## src/rtl/armleocpu_defines.sv

```systemverilog
// Shared constants and the writeback request type for the ArmleoCPU writeback path.
package armleocpu_defines;

    localparam int REG_ADDR_W = 5;
    localparam int XLEN       = 32;
    localparam int NUM_REGS   = 2 ** REG_ADDR_W;

    typedef struct packed {
        logic [REG_ADDR_W-1:0] addr;
        logic [XLEN-1:0]       data;
    } wb_req_t;

endpackage

```

## src/rtl/armleocpu_wb_scoreboard.sv

```systemverilog
// Pending-load scoreboard: one bit per register, set on reserve, cleared when the load writes back.
module armleocpu_wb_scoreboard
    import armleocpu_defines::*;
(
    input  logic                  clk,
    input  logic                  async_rst_n,
    input  logic                  set_valid,
    input  logic [REG_ADDR_W-1:0] set_addr,
    input  logic                  clr_valid,
    input  logic [REG_ADDR_W-1:0] clr_addr,
    output logic [NUM_REGS-1:0]   pending
);

    logic [NUM_REGS-1:0] pending_d;
    logic [NUM_REGS-1:0] pending_q;

    // Clear is applied before set so a reserve racing a load-clear of the same register wins.
    always_comb begin
        pending_d = pending_q;
        if (clr_valid)
            pending_d[clr_addr] = 1'b0;
        if (set_valid && (set_addr != '0))
            pending_d[set_addr] = 1'b1;
        pending_d[0] = 1'b0;
    end

    // NOTE: state flops use non-blocking assignments so every flop samples pre-edge values.
    always_ff @(posedge clk or negedge async_rst_n) begin
        if (!async_rst_n)
            pending_q <= '0;
        else
            pending_q <= pending_d;
    end

    assign pending = pending_q;

endmodule

```

## src/rtl/armleocpu_regfile_writeback.sv

```systemverilog
// Regfile writeback arbiter: loads always win, execute waits on pending loads to its destination.
// Define ARMLEOCPU_WB_BYPASS_EN for 0-cycle (combinational) writeback; default is registered.
module armleocpu_regfile_writeback
    import armleocpu_defines::*;
(
    input  logic                  clk,
    input  logic                  async_rst_n,

    input  logic                  l_valid,
    output logic                  l_ready,
    input  logic [REG_ADDR_W-1:0] l_addr,
    input  logic [XLEN-1:0]       l_data,

    input  logic                  e_valid,
    output logic                  e_ready,
    input  logic [REG_ADDR_W-1:0] e_addr,
    input  logic [XLEN-1:0]       e_data,

    input  logic                  reserve_valid,
    input  logic [REG_ADDR_W-1:0] reserve_addr,

    output logic                  rd_write,
    output logic [REG_ADDR_W-1:0] rd_addr,
    output logic [XLEN-1:0]       rd_data,
    output logic [NUM_REGS-1:0]   pending
);

    logic    l_accept;
    logic    e_accept;
    logic    wr_now;
    wb_req_t req;
    wb_req_t last_d;
    wb_req_t last_q;

    assign l_ready = 1'b1;
    assign e_ready = !l_valid && !pending[e_addr]
                   && !(reserve_valid && (reserve_addr == e_addr) && (e_addr != '0));

    // Nothing is accepted while reset is held, which also keeps the bypass outputs quiet.
    always_comb begin
        l_accept = l_valid && async_rst_n;
        e_accept = e_valid && e_ready && async_rst_n;
        req      = l_accept ? '{addr: l_addr, data: l_data}
                            : '{addr: e_addr, data: e_data};
        wr_now   = (l_accept || e_accept) && (req.addr != '0);
        last_d   = wr_now ? req : last_q;
    end

    // NOTE: async reset clears the held write so an in-flight write is dropped immediately.
    always_ff @(posedge clk or negedge async_rst_n) begin
        if (!async_rst_n)
            last_q <= '0;
        else
            last_q <= last_d;
    end

    armleocpu_wb_scoreboard u_scoreboard (
        .clk         (clk),
        .async_rst_n (async_rst_n),
        .set_valid   (reserve_valid),
        .set_addr    (reserve_addr),
        .clr_valid   (l_accept),
        .clr_addr    (l_addr),
        .pending     (pending)
    );

`ifdef ARMLEOCPU_WB_BYPASS_EN
    assign rd_write = wr_now;
    assign rd_addr  = wr_now ? req.addr : last_q.addr;
    assign rd_data  = wr_now ? req.data : last_q.data;
`else
    logic rd_write_d;
    logic rd_write_q;

    always_comb begin
        rd_write_d = wr_now;
    end

    always_ff @(posedge clk or negedge async_rst_n) begin
        if (!async_rst_n)
            rd_write_q <= 1'b0;
        else
            rd_write_q <= rd_write_d;
    end

    assign rd_write = rd_write_q;
    assign rd_addr  = last_q.addr;
    assign rd_data  = last_q.data;
`endif

endmodule

```

## config.mk

```make
export PLATFORM = sky130hd
export DESIGN_NAME = armleocpu_regfile_writeback
export DESIGN_NICKNAME = d
export VERILOG_FILES = /design/src/rtl/armleocpu_defines.sv /design/src/rtl/armleocpu_wb_scoreboard.sv /design/src/rtl/armleocpu_regfile_writeback.sv
export SDC_FILE = /design/constraint.sdc
export NUM_CORES = 1
export LEC_CHECK = 0
export CAP_MARGIN = 10
export CORE_MARGIN = 2
export CORE_UTILIZATION = 30
export CTS_BUF_LIST = sky130_fd_sc_hd__clkbuf_8 sky130_fd_sc_hd__clkbuf_16
export DETAILED_ROUTE_END_ITERATION = 8
export PLACE_DENSITY = 0.67
export SYNTH_ARGS = -nofsm -noshare
export SYNTH_HDL_FRONTEND = slang
export SYNTH_SLANG_ARGS = --single-unit
```

## constraint.sdc

```tcl
create_clock -name clk -period 2 [get_ports clk]
set_input_delay 0.2 -clock clk [delete_from_list [all_inputs] [get_ports clk]]
set_output_delay 0.2 -clock clk [all_outputs]
set_load 0.005 [all_outputs]
```

### Yosys cells after proc, flatten, opt, wreduce, memory -nomap -nowiden

Index checks and enable logic that the tools add are counted.

* flip-flop bits (word level): 69
* memory bits (writable): 0
* latch bits: 0
* memories kept: 0
* ROM bits: 0

* add/subtract/negate cells: 0
* multiplexer cells: 9
* divide/modulo/power cells: 0
* $lt $le $gt $ge: 5
* shift-type cells: 0
* equality and inequality tests: 1
* multipliers: 0
* reduce and logical (&&, ||, !) cells: 18
* bitwise operators: 3

Operators with widths (count)
* 32-bit 2-to-1 mux: 2
* 37-bit 2-to-1 mux: 1
* 32-bit AND: 1
* 32-bit NOT: 1
* 32-bit OR: 1
* 5-bit by 6-bit less-than comparator with 1-bit output, second input constant: 3
* 5-bit nonzero test: 3
* 1-bit logical AND: 11
* 1-bit demux with 5-bit select: 2
* 5-bit by 1-bit >= comparator with 1-bit output, second input constant: 2
* 1-bit binary-select mux with 5-bit select: 1
* 5-bit == test: 1
* 1-bit zero test: 3
* 1-bit 2-to-1 mux: 3
* 1-bit logical OR: 1

### Longest topological paths before layout

* depth after elaboration: 9
* mapped depth: 8

### Modules after synthesis

Synthesis repeated with hierarchy kept, for this count alone.

* cell total of the unflattened synthesis: 322
* area, all modules: 3505.9 um^2

By module, submodules not included
* armleocpu_regfile_writeback: area an instance 2218.4 um^2, cells each 201, sequential area each 950.9 um^2, times used 1
* armleocpu_wb_scoreboard: area an instance 1287.5 um^2, cells each 121, sequential area each 775.7 um^2, times used 1

### Least setup slack after synthesis

Ideal clock, no wire load.

* path type: reg-to-reg
* start point: register u_scoreboard.pending_q[22] (netlist: u_scoreboard.pending[22])
* end point: register last_q (netlist bit rd_data[10])
* setup slack: -166 ps
* period minus slack after synthesis: 2166 ps
* arrival: 2041 ps
* stages on the path, launching flop included: 8
* cells stage by stage: dfrtp_1 -> mux4_2 -> a2bb2oi_1 -> a31o_1 -> o211ai_2 -> nand3b_4 -> buf_6 -> mux2_4

* longest elaborated chain between the ends: 9

RTL lines
* from (decl): RTL line armleocpu_wb_scoreboard.sv:15 `logic [NUM_REGS-1:0] pending_q;`
* from (signal assigned): RTL line armleocpu_wb_scoreboard.sv:32 `pending_q <= pending_d;`
* 1-bit binary-select mux with 5-bit select: RTL line armleocpu_regfile_writeback.sv:36 `assign e_ready = !l_valid && !pending[e_addr]`
* 1-bit 2-to-1 mux (implied by the code): RTL line armleocpu_regfile_writeback.sv:36
* 1-bit zero test: RTL line armleocpu_regfile_writeback.sv:36
* 1-bit logical AND: RTL line armleocpu_regfile_writeback.sv:36
* 1-bit logical AND: RTL line armleocpu_regfile_writeback.sv:37 `&& !(reserve_valid && (reserve_addr == e_addr) && (e_addr != '0));`
* 1-bit logical AND (2 in series): RTL line armleocpu_regfile_writeback.sv:42 `e_accept = e_valid && e_ready && async_rst_n;`
* 1-bit logical OR: RTL line armleocpu_regfile_writeback.sv:45 `wr_now = (l_accept || e_accept) && (req.addr != '0);`
* 1-bit logical AND: RTL line armleocpu_regfile_writeback.sv:45
* to (signal assigned): RTL line armleocpu_regfile_writeback.sv:54 `last_q <= last_d;`
* to (decl): RTL line armleocpu_regfile_writeback.sv:33 `wb_req_t last_q;`

Every way passes these cells. The select of a mux whose other input is x is not followed.
A chain may end at the register's enable or synchronous reset.

### Worst setup path in the final report

* start point: register u_scoreboard.pending_q[22] (netlist: u_scoreboard.pending[22])
* end point: register last_q (netlist bit rd_data[14])

The elaborated chain is that of the path after synthesis.

==> summary.md <==
| Metric | Value |
|---|---|
| Status | `finished, violations left` |
| Violated checks | `setup timing` |
| Antenna viol nets, final | `0` |
| Post-Route Utilization | `51.1%` |
| TritonCTS Sinks | `just under 70` |
| Vias per cell | `a little under 5` |
| Commonest non-fill, non-tap cell in the layout | `clkdlybuf4s50_1` |
| WHS | `0.0589 ns` |
| Clock transition at path regs | `approximately 0.060 ns` |
| Site Rows | `40` |
| Pwr dens | `roughly 860 nW/um^2` |
| CTS buffer count | `9` |
| DRT Pass-1 Iters | `4` |
| Crit end category | `flip-flop` |
| RSZ-0062 raised after global routing | `yes` |
| # setup viols final | `38` |
| WL final | `11900 microns` |
| EDFF count, synth | `0` |
| Initial antenna violation count | `0` |
| Final Skew | `slightly above 0.007 ns` |
| Hold Vio Cnt, Final | `0` |
| Startpoint Class | `flip-flop` |
| Max-slew violations | `0` |
| Synth Register Bits | `a little under 70` |
| Final worst path period need | `2.34 ns` |
| Final-stage net count | `between 500 and 600` |
| CTS tree | `done` |
| Register area share after synthesis | `a little under half` |
| Die Y | `115 microns` |
| P&R area growth vs syn | `66.7%` |
| Layout cell share with drive strength beyond 1 | `32.6%` |
| DR DRC count | `0` |
| Gate Count Post-Synth | `a little under 300` |
| Max rail drop VDD | `approximately 0.39 mV` |
| Flop pwr share | `a little over a third` |
| Synth warnings | `0` |
| Initial Util | `30.7%` |
| Max-cap violation count | `0` |
| CTS Buffer Depth | `2` |
| Die ar. | `around 13000 sq um` |
| Clock share of power | `29.7%` |
| GPL Wtd Cong | `0.885` |
| Core ar. | `12000 sq um` |
| Detailed Place HPWL | `between 8000 and 9000 microns` |
| Switching Fraction | `between 20 and 30%` |
| Asr flop ratio synth | `100%` |
| Final Worst Setup Slack | `-0.343 ns` |
| Main synth FF type | `dfrtp_1` |
| HP Class | `in -> async` |
| Critical Path Fanout Max | `23` |
| NetSw | `around 1.4 mW` |
| Overall Global Routing Usage | `17.7%` |
| Worst slew margin | `approximately 55%` |
| Syn_nets | `approximately 380` |
| Vias | `3292` |
| Critical path arrival | `between 2 and 3 ns` |
| Crit Path Class | `reg -> reg` |
| Boundary pin count | `between 150 and 200` |
| Tcrit/Tclk final | `117%` |
| Clock Tree Root | `clkbuf_16` |
| Required @ worst endpoint | `approximately 2.2 ns` |
| Most frequent cells in the layout | `clkdlybuf4s50_1 (145), dfrtp_1 (69), o21ai_0 (61), buf_4 (58), mux2_2 (40)` |
| DR iter-0 viols | `~160` |
| Lkg Pwr | `2.65 nW` |
| Fmax | `427 MHz` |
| # diodes | `0` |
| Netlist cell types | `between 40 and 50` |
| Worst-Skew Late Latency | `~0.33 ns` |
| Largest net degree at the start of global routing | `52` |
| First-pass GRT wire length | `between 15000 and 20000 microns` |
| Die W | `~110 microns` |
| Gr ovfl total | `0` |
| Port Buffer Count | `~150` |
| Tightest Pin Transition | `0.682 ns` |
| P_int | `approximately 3.9 mW` |
| Syn Std Cell Area | `3680 sq um` |
| Avg Inst Size Synth | `between 10 and 15 sq um` |
| WL/cell | `between 15 and 20 microns` |
| Comb pwr share | `a little over a third` |
| CTS H-tree lvls | `3` |
| Vias in the first global route | `3336` |
==> repair_timing <==
| item | in CTS | in global routing |
|---|---|---|
| endpoints found under the setup margin | 39 | 47 |
| setup buffers | 2 | 0 |
| cloned | 1 | 1 |
| hold endpoints to repair | 18 | 0 |
| gates resized for setup | 12 | 9 |
| hold buffers | 1 | 0 |
| pin swaps | 6 | 4 |
==> kinds of logic after synthesis <==
logic type	after synthesis	synth area share (%)
multiplexers	79	28.8
XOR/XNOR	5	1.19
other	2	0.204
flip-flops	69	46.9
buffers and inverters	18	2.95
AND/OR/NAND/NOR	52	8.93
AO/OA/AOI/OAI	72	11.0
==> cells in the mapped netlist (3+ instances only) <==
cell type	instances	area, sq um
buf_2	3	15.0
nand2_1	7	26.3
o21ai_0	62	310
dfrtp_1	69	1730
clkbuf_1	7	26.3
mux2_2	40	450
buf_6	4	45.0
nor2_1	8	30.0
xor2_1	4	35.0
nand3_1	7	35.0
or3b_2	3	26.3
mux2i_1	4	40.0
mux2_4	29	435
or3_1	3	18.8
mux4_2	6	135
nand3b_1	9	67.6
==> area by class of cell <==
class	count	area, sq um
clock inverter	6	55.1
tap	147	184
sequential	69	1730
fill	1084	5870
inverter	1	3.75
clock buffer	10	239
multi-input combinational	211	1880
timing repair buffer	218	2050
==> critical path, stage by stage (launching register included) <==
cell and delay, ns:
dfrtp_1 0.39, mux4_2 0.48, a2bb2oi_1 0.14, a31o_1 0.25, o211ai_4 0.21, buf_6 0.14
nand3b_4 0.10, buf_12 0.19, mux2_4 0.31
==> worst paths after layout <==
| kind | cells after the start | end | start | slack (ns) |
|---|---|---|---|---|
| min in group clk | 4 | u_scoreboard.pending[2]$_DFF_PN0_ | reserve_addr[4] | 0.36 |
| worst min register to register | 1 | rd_addr[4]$_DFFE_PN0P_ | rd_addr[4]$_DFFE_PN0P_ | 0.58 |
| worst max register to register | 8 | rd_data[14]$_DFFE_PN0P_ | u_scoreboard.pending[22]$_DFF_PN0_ | -0.34 |
| worst max-delay path | 8 | rd_data[14]$_DFFE_PN0P_ | u_scoreboard.pending[22]$_DFF_PN0_ | -0.34 |
| worst min-delay path | 2 | rd_data[27]$_DFFE_PN0P_ | async_rst_n | 0.06 |
| max in group asynchronous | 3 | u_scoreboard.pending[28]$_DFF_PN0_ | async_rst_n | 1.41 |
==> power groups by stage <==
stage	logic, mW	registers [mW]	clock network (mW)
2_1_floorplan	0.611	1.89	0
3_3_place_gp	1.82	1.87	0
3_5_place_dp	1.84	1.87	0
4_1_cts	1.87	1.85	1.60
5_1_grt	2.01	1.88	1.67
6_report	1.87	1.85	1.57
==> sequential cells by signal, summed over array words and instances, names as in the netlist <==
name                  cells
u_scoreboard.pending     31
rd_write                  1
rd_data                  32
rd_addr                   5
==> per-layer routing <==
metal / track usage, % / wire length (microns)
met3: 3.90 / 825
met5: 0 / 0
met1: 24.4 / 5420
met2: 27.9 / 5530
met4: 5.38 / 157
==> stage by stage <==
| step | setup TNS, ns | total power [mW] | worst slack (ns) | area [sq um] | cells |
|---|---|---|---|---|---|
| CTS | -11.48 | 5.32 | -0.341 | 6110 | 661 |
| detailed placement | -24.84 | 3.71 | -0.839 | 5770 | 641 |
| floorplan | -4.86 | 2.50 | -0.166 | 3680 | 297 |
| global route | -14.04 | 5.56 | -0.401 | 6140 | 662 |
| global placement | -23.91 | 3.68 | -0.811 | 5770 | 641 |
| finish | -11.68 | 5.29 | -0.343 | 6140 | 662 |
Power figures use the tool's default switching activity.
